--- config.mk ---
export PLATFORM = sky130hd
export DESIGN_NAME = cause_collector
export DESIGN_NICKNAME = d
export VERILOG_FILES = /design/src/rtl/cause_collector.sv
export SDC_FILE = /design/constraint.sdc
export NUM_CORES = 1
export LEC_CHECK = 0
export BUFFER_PORTS_ARGS = -buffer_cell sky130_fd_sc_hd__buf_2
export CORE_MARGIN = 3
export CORE_UTILIZATION = 51
export DETAILED_ROUTE_END_ITERATION = 10
export PLACE_DENSITY_LB_ADDON = 0.2
export SLEW_MARGIN = 20
export SYNTH_ARGS = -nofsm -noshare
export SYNTH_HDL_FRONTEND = slang
export SYNTH_SLANG_ARGS = --single-unit
--- constraint.sdc ---
create_clock -name clk -period 1 [get_ports clk]
set_clock_uncertainty 0.15 [all_clocks]
set_input_delay 0.1 -clock clk [delete_from_list [all_inputs] [get_ports clk]]
set_output_delay 0.1 -clock clk [all_outputs]
set_load 0.1 [all_outputs]
--- src/rtl/cause_collector.sv ---
// cause_collector: builds ca[22:0] (reset cause, internal exceptions, 16 synchronised ext irqs) for interrupt_controller.
// Latency: internal causes 1 clk, ext_irq SYNC_STAGES clks after the sampling edge; ca is driven only from flops.
// No backpressure: causes stay pending until reset or jisr/il clears them. CAUSE_OVERRUN_CNT_EN adds ovr_cnt.
module cause_collector #(
  parameter int          SYNC_STAGES   = 2,
  parameter logic [15:0] EXT_EDGE_MASK = 16'hFFFF
) (
  input  logic        clk,
  input  logic        reset,
  input  logic        instr_valid,
  input  logic        ill,
  input  logic        mal,
  input  logic        pff,
  input  logic        pfls,
  input  logic        trap,
  input  logic        ovf,
  input  logic [15:0] ext_irq,
  input  logic        jisr,
  input  logic [4:0]  il,
  output logic [22:0] ca
`ifdef CAUSE_OVERRUN_CNT_EN
  ,
  output logic [15:0] ovr_cnt
`endif
);

  logic        rst_cause_q;
  logic [5:0]  int_cause_q;
  logic [15:0] sync_q [SYNC_STAGES];
  logic [15:0] sync_s;
  logic [15:0] sync_p_q;
  logic [15:0] edge_det;
  logic [15:0] ext_clr;
  logic [15:0] pend_q;
  logic [15:0] pend_d;

  assign sync_s   = sync_q[SYNC_STAGES-1];
  assign edge_det = sync_s & ~sync_p_q & EXT_EDGE_MASK;

  always_comb begin
    for (int k = 0; k < 16; k++) begin
      ext_clr[k] = jisr && (il == 5'(k + 7));
    end
  end

  // Edge lines: a new edge beats a same-cycle clear. Level lines just follow the synchroniser.
  assign pend_d = (EXT_EDGE_MASK & (edge_det | (pend_q & ~ext_clr)))
                | (~EXT_EDGE_MASK & sync_s);

  always_ff @(posedge clk) begin
    if (reset) begin
      for (int i = 0; i < SYNC_STAGES; i++) sync_q[i] <= '0;
      sync_p_q <= '0;
      pend_q   <= '0;
    end else begin
      sync_q[0] <= ext_irq;
      for (int i = 1; i < SYNC_STAGES; i++) sync_q[i] <= sync_q[i-1];
      sync_p_q <= sync_s;
      pend_q   <= pend_d;
    end
  end

  always_ff @(posedge clk) begin
    if (reset) begin
      rst_cause_q <= 1'b1;
    end else if (jisr && il == 5'd0) begin
      rst_cause_q <= 1'b0;
    end
  end

  // A taken interrupt aborts the current instruction, so its sampled causes are discarded.
  always_ff @(posedge clk) begin
    if (reset || jisr) begin
      int_cause_q <= '0;
    end else if (instr_valid) begin
      int_cause_q <= {ovf, trap, pfls, pff, mal, ill};
    end
  end

  assign ca = {pend_q, int_cause_q, rst_cause_q};

`ifdef CAUSE_OVERRUN_CNT_EN
  logic ovr_hit;

  assign ovr_hit = |(edge_det & pend_q & ~ext_clr);

  always_ff @(posedge clk) begin
    if (reset) begin
      ovr_cnt <= '0;
    end else if (ovr_hit && ovr_cnt != 16'hFFFF) begin
      ovr_cnt <= ovr_cnt + 16'd1;
    end
  end
`endif

endmodule

# Word-level counts from Yosys, hierarchy flattened
# Memories as Yosys holds them, arrays and structs flattened.
# Index checks and enable logic that the tools add are counted.
# totals
wordCells	52
regBits	39
ram_bits	32
input_bits	31
output_inout_bits	23
n_memories	1
# classes
n_bitwise	7
eq_ne	16
mux	5
n_reduce_logical	19
# mem_list
name	words	word_bits	rd	rd_ports_with_merged_regs	wr	line	rtl
sync_q	2	16	2	0	2	29	logic [15:0] sync_q [SYNC_STAGES];
# op_table
cell	n
equality test 5 x 4 -> 1 bit, second input constant	8
equality test 5 bit, second input constant	7
AND 16 bit	2
2-to-1 mux 16 bit	2
inverter 16 bit	2
logical AND 1 bit	17
bitwise OR 16 bit	1
equality test 5 x 3 -> 1 bit, second input constant	1
logical NOT 5 bit	1
2-to-1 mux 1 bit	3
bitwise OR 1 bit	2
logical OR 1 bit	1

# Longest topological paths before layout
# Gate-level depths: netlist of the first run.
# logic_depth
ltp_word	5
ltp_mapped	3
depth_no_buf	3

# Worst setup path before layout of the first run
# OpenSTA, ideal clock, no wires.
# synth_timing
path_type	register -> register
from	reg pend_q[9]
to	reg pend_q[9]
setup_time_ns	0.070
arrival_ns	1.323
t_required_ns	0.780
period_less_slack_ns	1.544
setup_slack_ns	-0.544
path_stages_with_launch	4
path_buffers	0
cell_sequence	dfxtp_1 inv_1 a31o_1 a21oi_1
# synth_via
elab_chain_cells	2
# synth_lines
element	line	rtl
start, declared	34	logic [15:0] pend_q;
start signal, assigned	59	pend_q <= pend_d;
AND 16 bit	47	assign pend_d = (EXT_EDGE_MASK & (edge_det | (pend_q & ~ext_clr)))
bitwise OR 16 bit	47	
# No other way between the ends.
# A chain may end at the register's enable or synchronous reset.

# Worst setup path in the final report of the first run
# layout_timing
from	reg pend_q[1]
to	out ca[8]
# layout_rtl
element	line	rtl
end, declared	20	output logic [22:0] ca
# No word-level cell between the ends.

==> flow_metrics.py, run 1 <==
metrics = {
    "setup_path": {
        "critical_path.max_stage_delay_ns": 0.37,
        "worstSetupEndpointType": "output port",
        "cp_slowest_cell": "dfxtp_4",
        "reg2reg_slack_ns": 0.09,
        "crit_fanout": 2,
        "cp_top_family": "flip-flops",
        "rr_endpoint": "pend_q[5]$_SDFF_PP0_",
        "worstReg2RegStart": "pend_q[5]$_SDFF_PP0_",
        "reg2regPathDepth": 3,
        "crit_type": "reg -> out",
        "arrival_ns": 0.89,
        "critPathRequiredTime_ns": 0.75,
        "path_buf_inv": 1,
        "start_kind": "register",
        "cp_cell_sequence": "buf_12",
    },
    "sta": {
        "worst_pin_slew_ns": 0.2386,
        "finalCritPeriodShare_pct": 114.3,
        "fmax_mhz": 875.0,
        "finalSetupViolations": 23,
        "slew_viol_final": 0,
        "final.min_clock_period_ns": 1.143,
        "finalHoldViolCount": 1,
        "rsz0062_at_grt": "true",
        "holdWs_ns": -0.0004735,
        "slew_headroom_pct": 84.01,
        "fin_setup_tns_ns": -2.910,
        "fin_ws_ns": -0.1428,
    },
    "logic_synthesis": {
        "syn_avg_cell_area_um2": 10.94,
        "yosysMostFrequentCell": "dfxtp_1",
        "yosysTopAreaCell": "dfxtp_1",
        "syn_area_um2": 2255,
        "ys_seq_elements": 71,
        "synthFlopType": "dfxtp_1",
        "yosysUniqueCellTypes": 21,
        "synth.top_cell.area_share_pct": 63.04,
        "synth_edf_count": 0,
        "yosys_warnings": 0,
        "syn_inst": 206,
        "async_reset_ff_share_pct": 0,
        "synth_area_leaders": "dfxtp_1 (63%), nor2b_1 (13%), nand2b_1 (5.5%)",
        "synth_seq_area_share_pct": 63.04,
        "syn_nets": 237,
        "synth_common_cells": "dfxtp_1 (71), nor2b_1 (48), nand2b_1 (20)",
    },
    "cells_and_area": {
        "layout.nets": 321,
        "nFillCells": 227,
        "area_delta_synth_final_pct": 53.00,
        "final_area_um2": 3450,
        "final_layout_size_suffix_gt1_share_pct": 34.58,
        "insertedDiodeCount": 0,
    },
    "placed_design": {
        "place.gp.congestion": 0.8260,
        "port_buffers": 53,
        "placed_cell_area_um2": 3033,
        "dp_hpwl_um": 2820,
    },
    "clock_network": {
        "path_clk_slew_ns": 0.08,
        "cts_tree": "yes",
        "clk_latency_ns": 0.35,
        "ctsHtreeMaxLevel": 3,
        "cts_made_buffers": 9,
        "clk_path_buf_depth": 2,
        "clock-sinks": 71,
        "cts_root_buffer": "clkbuf_8",
    },
    "global_routing": {
        "grt_usage_pct": 21.72,
        "overflow": 0,
        "grt_pass1_vias": 1744,
        "grt_max_degree": 34,
        "antenna_found_initial": 0,
        "grt_pass1_wl_um": 8349,
    },
    "floorplanning": {
        "die-area_um2": 5255,
        "coreArea_um2": 4144,
        "die_w_um": 72.49,
        "die_y_um": 72.49,
        "start_util_pct": 54.41,
        "fp-row-count": 23,
        "ios": 54,
    },
    "drt": {
        "post_drt_wl_per_cell_um": 14.83,
        "drt_pass1_iterations": 5,
        "drc": 0,
        "routed_wl_um": 5117,
        "ant_nets": 0,
        "drt_iter0_drc": 49,
        "avgViaCountPerCell": 4.928,
        "routed-via-count": 1700,
    },
    "power_and_ir_drop": {
        "p_leak_nw": 1.375,
        "irDropWorstVdd_v": 0.001175,
        "cellPowerDensity_nw_per_um2": 1706,
    },
    "hold_path": {
        "hold_path_class": "in -> reg",
        "hold_end": "int_cause_q[5]$_SDFFE_PP0P_",
        "hold_depth": 3,
        "hp-start": "instr_valid",
    },
    "run_status": {
        "status": "finished, violations left",
        "violations": "hold timing, setup timing",
    },
    "job": {
        "maxCapViolCount": 0,
    },
}
==> final cells by class <==
| class | count | area, um2 | share of cell area (%) |
|---|---|---|---|
| sequential | 71 | 1505 | 43.63 |
| clock buffer | 11 | 141.4 | 4.099 |
| clock inverter | 5 | 31.28 | 0.9068 |
| timing repair buffer | 83 | 915.9 | 26.55 |
| inverter | 1 | 3.754 | 0.1088 |
| tap | 50 | 62.56 | 1.814 |
| multi-input combinational | 124 | 789.5 | 22.89 |
==> per-stage QoR <==
| step | utilization (%) | total power, mW | setup slack [ns] | instances |
|---|---|---|---|---|
| floorplan | - | 3.514 | -0.09278 | 206 |
| CTS | 83.06 | 5.919 | -0.1549 | 345 |
| global placement | 73.19 | 3.839 | -0.05411 | 305 |
| detailed placement | 73.19 | 3.855 | -0.08333 | 305 |
| finish | 83.24 | 5.883 | -0.1428 | 345 |
| global route | 83.24 | 6.106 | -0.1727 | 345 |
==> report_power, final <==
group / switching [mW] / internal [mW] / total (mW)
registers: 0.0713 / 2.92 / 2.99
clock network: 1.04 / 0.965 / 2.00
logic: 0.505 / 0.387 / 0.892
==> layer usage <==
layer  vias to the layer above  part of all wire (%)  GRT usage [%]  wire (um)
li1                        839                     -              -          -
met1                       785                    39          22.78       1993
met2                        59                    52          36.50       2657
met3                        17                   5.6          7.479        284
met4                         0                   3.6          14.75        182
met5                         -                     0              0          0
==> registers in the layout, summed over array words and instances, names as in the netlist <==
signal	count
sync_q	32
int_cause_q	6
rst_cause_q	1
pend_q	16
sync_p_q	16
==> worst min-delay path: cells and delay by family <==
kind          cells  cell delay, ns
buf+inv           1            0.19
mux               1            0.10
simple gates      1            0.07
==> cells by family (layout without fill, tap and decap cells) <==
| group | count (synthesis) | count (layout) | synth area share [%] |
|---|---|---|---|
| and+or+nand+nor | 85 | 85 | 24.42 |
| DFF | 71 | 71 | 63.04 |
| AOI/OAI and AO/OA | 33 | 33 | 7.603 |
| buffers and inverters | 11 | 100 | 2.275 |
| muxes | 6 | 6 | 2.664 |
==> repair_timing <==
item                                    4_1_cts  5_1_grt
hold endpoints to repair                     23        0
resized for setup                             1        2
endpoints found under the setup margin       23       24
setup buffers                                 2        0
hold buffers                                 22        0
==> placed cells by master, fill, tap and decap left out, drive strengths merged <==
master / count
dfxtp: 71
buf: 61
nor2b: 48
dlygate4sd3: 22
nand2b: 20
a21oi: 16
o21ai: 15
clkbuf: 11
mux2i: 6
nor2: 6
nand4b: 3
inv: 3
or2: 2
nand2: 2
nand4bb: 2
clkinv: 2
nor4: 1
a31o: 1
nand3b: 1
a21o: 1
clkinvlp: 1
==> worst max path at each step <==
stage	from	end	slack, ns	cells past startpoint
after floorplan	pend_q[9]$_SDFF_PP0_	pend_q[9]$_SDFF_PP0_	-0.09	3
after global placement	il[2]	rst_cause_q$_SDFFE_PP1P_	-0.05	4
after detailed placement	il[3]	rst_cause_q$_SDFFE_PP1P_	-0.08	4
after CTS	pend_q[1]$_SDFF_PP0_	ca[8]	-0.15	1
after global routing	pend_q[1]$_SDFF_PP0_	ca[8]	-0.17	1
final	pend_q[1]$_SDFF_PP0_	ca[8]	-0.14	1
(Power assumes the default switching activity.)
==> inputs of run 2 (changes only) <==
--- a/config.mk
+++ b/config.mk
@@ -9,6 +9,7 @@
 export CORE_MARGIN = 3
 export CORE_UTILIZATION = 51
 export DETAILED_ROUTE_END_ITERATION = 10
+export MAX_ROUTING_LAYER = met4
 export PLACE_DENSITY_LB_ADDON = 0.2
 export SLEW_MARGIN = 20
 export SYNTH_ARGS = -nofsm -noshare
==> run 2 against run 1 <==
Effect of this change: highest routed layer unchanged; power shrank 0.38%; non-clock buffer count did not move; the run ends with setup timing left; count of clock-buffer cells in the layout is the same; critical path type unchanged; register-to-register slack about the same; setup slack improved by 0.0080 ns.
==> flow_metrics.py, run 2 (synthesized netlist as in run 1, its figures left out) <==
metrics = {
    "run_status": {
        "status": "finished, violations left",
        "violations": "setup timing",
    },
    "setup_path": {
        "critical_path.max_stage_delay_ns": 0.37,
        "crit_fanout": 2,
        "critPathRequiredTime_ns": 0.75,
        "cp_slowest_cell": "dfxtp_4",
        "start_kind": "register",
        "worstSetupEndpointType": "output port",
        "cp_top_family": "flip-flops",
        "crit_type": "reg -> out",
        "arrival_ns": 0.88,
        "path_buf_inv": 1,
        "cp_cell_sequence": "buf_12",
    },
    "cells_and_area": {
        "layout.cells.most_common_list": "nor2b_1 (48), dfxtp_1 (48), buf_2 (30)",
        "fin_util_pct": 83.24,
        "insertedDiodeCount": 0,
        "largestRegisters": "sync_q x32, pend_q x16, sync_p_q x16",
        "finalNonFillerCells": 345,
        "top_register": "sync_q",
        "largest_reg_flops": 32,
        "area_delta_synth_final_pct": 53.00,
        "final_layout_size_suffix_gt1_share_pct": 34.58,
        "layout.nets": 321,
    },
    "power_and_ir_drop": {
        "total_power_mw": 5.861,
        "cellPowerDensity_nw_per_um2": 1699,
        "seqPwrFrac_pct": 51.0,
        "p_clk_share_pct": 33.8,
        "swShare_pct": 27.13,
        "p_switching_mw": 1.590,
        "intPower_mw": 4.271,
        "p_comb_share_pct": 15.2,
        "p_leak_nw": 1.375,
        "irDropWorstVdd_v": 0.001164,
    },
    "hold_path": {
        "hold_path_class": "in -> reg",
    },
    "floorplanning": {
        "die_y_um": 72.49,
        "fp-row-count": 23,
        "die-area_um2": 5255,
        "die_w_um": 72.49,
        "coreArea_um2": 4144,
        "start_util_pct": 54.41,
        "ios": 54,
    },
    "global_routing": {
        "grt_pass1_wl_um": 8349,
        "overflow": 0,
        "antenna_found_initial": 0,
        "grt_max_degree": 34,
        "grt_pass1_vias": 1745,
        "grt_usage_pct": 22.36,
    },
    "sta": {
        "fmax_mhz": 881.2,
        "slew_headroom_pct": 83.57,
        "final.min_clock_period_ns": 1.135,
        "rsz0062_at_grt": "true",
        "finalHoldViolCount": 0,
        "finalSetupViolations": 23,
        "fin_ws_ns": -0.1348,
        "finalCritPeriodShare_pct": 113.5,
        "holdWs_ns": 0.002371,
        "worst_pin_slew_ns": 0.2452,
        "slew_viol_final": 0,
    },
    "drt": {
        "post_drt_wl_per_cell_um": 14.73,
        "drt_pass1_iterations": 4,
        "ant_nets": 0,
        "drt_iter0_drc": 65,
        "routed-via-count": 1712,
        "routed_wl_um": 5083,
        "avgViaCountPerCell": 4.962,
        "drc": 0,
    },
    "job": {
        "maxCapViolCount": 0,
    },
    "clock_network": {
        "clk_path_buf_depth": 2,
        "ctsHtreeMaxLevel": 3,
        "clk_latency_ns": 0.34,
        "cts_tree": "yes",
        "cts_made_buffers": 9,
        "cts_root_buffer": "clkbuf_8",
        "clock-sinks": 71,
        "path_clk_slew_ns": 0.07,
    },
    "placed_design": {
        "dp.cells": 305,
        "port_buffers": 53,
        "place.gp.congestion": 0.8386,
        "dp_hpwl_um": 2820,
    },
}
[run 2: cell counts in the layout (fill, tap and decap cells not counted)]
No cell type changed its count.
[run 2: what timing repair did]
item                                    4_1_cts  5_1_grt
hold buffers                                 22        0
setup buffers                                 2        0
resized for setup                             1        2
hold endpoints to repair                     23        0
endpoints found under the setup margin       23       24
[run 2: routing by layer]
layer | vias up | wire [um] | global-route usage, %
li1 | 842 | - | -
met1 | 797 | 1939 | 22.78
met4 | 0 | 180 | 14.75
met2 | 56 | 2697 | 36.50
met3 | 17 | 266 | 7.479
met5 | - | 0 | -
[run 2: final timing paths]
path,startpoint,to,slack [ns],cells past startpoint
setup / recovery,pend_q[5]$_SDFF_PP0_,ca[12],-0.13,1
hold / removal,instr_valid,int_cause_q[5]$_SDFFE_PP0P_,0.002,3
setup reg to reg,pend_q[5]$_SDFF_PP0_,pend_q[5]$_SDFF_PP0_,0.09,3
hold reg to reg,sync_q[0][3]$_SDFF_PP0_,sync_q[0][19]$_SDFF_PP0_,0.29,1
[run 2: area by class of cell]
class                           instances  area [um2]
Clock buffer                           11       141.4
Clock inverter                          5       31.28
Fill cell                             227       694.4
Inverter                                1       3.754
Multi-Input combinational cell        124       789.5
Sequential cell                        71        1505
Tap cell                               50       62.56
Timing Repair Buffer                   83       915.9
[run 2: power groups by stage]
stage / clock network (mW) / registers (mW) / logic [mW]
4_1_cts: 2.05 / 2.99 / 0.882
2_1_floorplan: 0 / 3.33 / 0.189
3_5_place_dp: 0 / 3.05 / 0.804
3_3_place_gp: 0 / 3.05 / 0.793
5_1_grt: 2.17 / 3.00 / 0.936
6_report: 1.98 / 2.99 / 0.892
[run 2: metrics by stage]
step	setup slack [ns]	setup TNS (ns)	area (um2)
6_report	-0.1348	-2.801	3450
5_1_grt	-0.1726	-3.582	3450
4_1_cts	-0.1549	-3.210	3442
3_5_place_dp	-0.08333	-0.3596	3033
3_3_place_gp	-0.05411	-0.1144	3033
2_1_floorplan	-0.09278	-0.09278	2337
[run 2: worst register-to-register path: stages, from the launching register on]
cell     delay, ns
dfxtp_4       0.36
buf_4         0.13
o21ai_2       0.08
a21oi_2       0.08
==> inputs of run 3 (changes only) <==
--- a/config.mk
+++ b/config.mk
@@ -11,6 +11,7 @@
 export DETAILED_ROUTE_END_ITERATION = 10
 export MAX_ROUTING_LAYER = met4
 export PLACE_DENSITY_LB_ADDON = 0.2
+export REMOVE_ABC_BUFFERS = 1
 export SLEW_MARGIN = 20
 export SYNTH_ARGS = -nofsm -noshare
 export SYNTH_HDL_FRONTEND = slang
==> run 3 against run 2 <==
Effect of this change: the run still ends with setup timing left; sequential share of layout area is 1.7 points lower; largest power group unchanged; sequential power about the same; via count fell by 0.41%; count of clock-buffer cells in the layout down 1; design area is 0.87% higher.
==> flow_metrics.py, run 3 (synthesized netlist as in run 1, its figures left out) <==
metrics = {
    "run_status": {
        "status": "finished, violations left",
        "violations": "setup timing",
    },
    "clock_network": {
        "cts_made_buffers": 9,
        "cts_tree": "yes",
        "ctsHtreeMaxLevel": 3,
        "clk_latency_ns": 0.34,
        "clock-sinks": 71,
        "path_clk_slew_ns": 0.07,
        "cts_root_buffer": "clkbuf_8",
        "clk_path_buf_depth": 2,
    },
    "setup_path": {
        "crit_type": "reg -> out",
        "path_buf_inv": 1,
        "critical_path.max_stage_delay_ns": 0.37,
        "cp_slowest_cell": "dfxtp_4",
        "worstSetupEndpointType": "output port",
        "cp-startpoint": "pend_q[6]$_SDFF_PP0_",
        "worstReg2RegStart": "pend_q[9]$_SDFF_PP0_",
        "critPathRequiredTime_ns": 0.75,
        "start_kind": "register",
        "cp_top_family": "flip-flops",
        "arrival_ns": 0.89,
        "cp_cell_sequence": "buf_12",
        "crit_fanout": 2,
    },
    "global_routing": {
        "grt_pass1_vias": 1758,
        "antenna_found_initial": 0,
        "met2_usage_pct": 33.77,
        "grt_usage_pct": 21.10,
        "busiest_layer": "met2",
        "use_met1_pct": 23.37,
        "met3_usage_pct": 5.679,
        "grt_pass1_wl_um": 8045,
        "overflow": 0,
        "grt_max_degree": 21,
    },
    "cells_and_area": {
        "largest_reg_flops": 32,
        "largestRegisters": "sync_q x32, pend_q x16, sync_p_q x16",
        "final_layout_size_suffix_gt1_share_pct": 34.78,
        "layout.cells.most_common_list": "nor2b_1 (48), dfxtp_1 (48), buf_2 (30)",
        "layout.nets": 325,
        "insertedDiodeCount": 0,
        "area_delta_synth_final_pct": 54.33,
        "top_register": "sync_q",
        "fin_util_pct": 83.97,
        "multiInputGateArea_um2": 782.0,
        "final_area_um2": 3480,
        "finalNonFillerCells": 349,
        "ff_latch_area_um2": 1460,
        "nFillCells": 225,
    },
    "drt": {
        "ant_nets": 0,
        "routed-via-count": 1705,
        "drt_pass1_iterations": 4,
        "avgViaCountPerCell": 4.885,
        "post_drt_wl_per_cell_um": 14.18,
        "routed_wl_um": 4949,
        "drt_iter0_drc": 72,
        "drc": 0,
    },
    "sta": {
        "finalHoldViolCount": 0,
        "slew_headroom_pct": 80.64,
        "fin_setup_tns_ns": -2.798,
        "slew_viol_final": 0,
        "final.min_clock_period_ns": 1.136,
        "finalSetupViolations": 23,
        "rsz0062_at_grt": "true",
        "worst_pin_slew_ns": 0.2874,
        "finalCritPeriodShare_pct": 113.6,
        "fmax_mhz": 880.0,
        "fin_ws_ns": -0.1363,
    },
    "floorplanning": {
        "die_y_um": 72.49,
        "die-area_um2": 5255,
        "coreArea_um2": 4144,
        "fp-row-count": 23,
        "start_util_pct": 54.41,
        "die_w_um": 72.49,
        "ios": 54,
    },
    "placed_design": {
        "port_buffers": 53,
        "place.gp.congestion": 0.7930,
        "dp_slack_ns": -0.09212,
        "dp.cells": 306,
        "dp_hpwl_um": 2976,
        "placed_cell_area_um2": 2933,
    },
    "power_and_ir_drop": {
        "irDropWorstVdd_v": 0.001607,
        "cellPowerDensity_nw_per_um2": 1902,
        "p_leak_nw": 1.414,
    },
    "hold_path": {
        "hp-start": "instr_valid",
        "hold_path_class": "in -> reg",
    },
    "job": {
        "maxCapViolCount": 0,
    },
}
## run 3: cell types whose count changed in the layout (fill, tap and decap cells not counted), sizes merged
cell	before	now
bufinv	0	3
buf	61	63
dlygate4sd3	22	24
inv	3	1
clkbuf	11	10
## run 3: layer usage
metal	up-vias	part of all wire, %
met5	-	0
li1	846	-
met4	0	3.5
met2	63	49
met1	779	41
met3	17	6.2
## run 3: per-stage QoR
stage               hold WS [ns]  total power [mW]
floorplan                0.01907             3.493
global placement          0.1568             3.852
detailed placement        0.1616             3.868
CTS                    -0.002082             6.653
global route             0.01386             6.845
finish                  0.008586             6.617
## run 3: tightest hold or removal path: stages
cell and delay, ns:
buf_2 0.18, mux2i_1 0.10, nor2_1 0.08
## run 3: report_power, final
group	leakage (nW)	internal, mW	total [mW]	switching (mW)
clock network	0.122	1.71	2.72	1.00
registers	0.593	2.95	3.02	0.0704
logic	0.699	0.383	0.880	0.498
## run 3: worst paths after layout
path / endpoint / slack [ns] / cells past startpoint
worst max-delay path: ca[13] / -0.14 / 1
worst min-delay path: int_cause_q[3]$_SDFFE_PP0P_ / 0.009 / 3
worst max register to register: pend_q[9]$_SDFF_PP0_ / 0.05 / 3
worst min register to register: sync_q[0][28]$_SDFF_PP0_ / 0.29 / 1
## run 3: layout make-up
class	instances	area share, %
flip-flops and latches	71	41.96
repair buffers	87	26.61
clock inverters	6	3.092
clock buffers	10	3.955
inverters	1	0.1079
well taps	50	1.798
multi-input cells	124	22.47
## run 3: timing repair
item | 4_1_cts | 5_1_grt
gates cloned | 0 | 0
pin swaps | 0 | 2
hold buffers | 25 | 0
hold endpoints to repair | 23 | 0
setup endpoints to repair | 23 | 25
buffers inserted | 2 | 2
resized for setup | 24 | 3
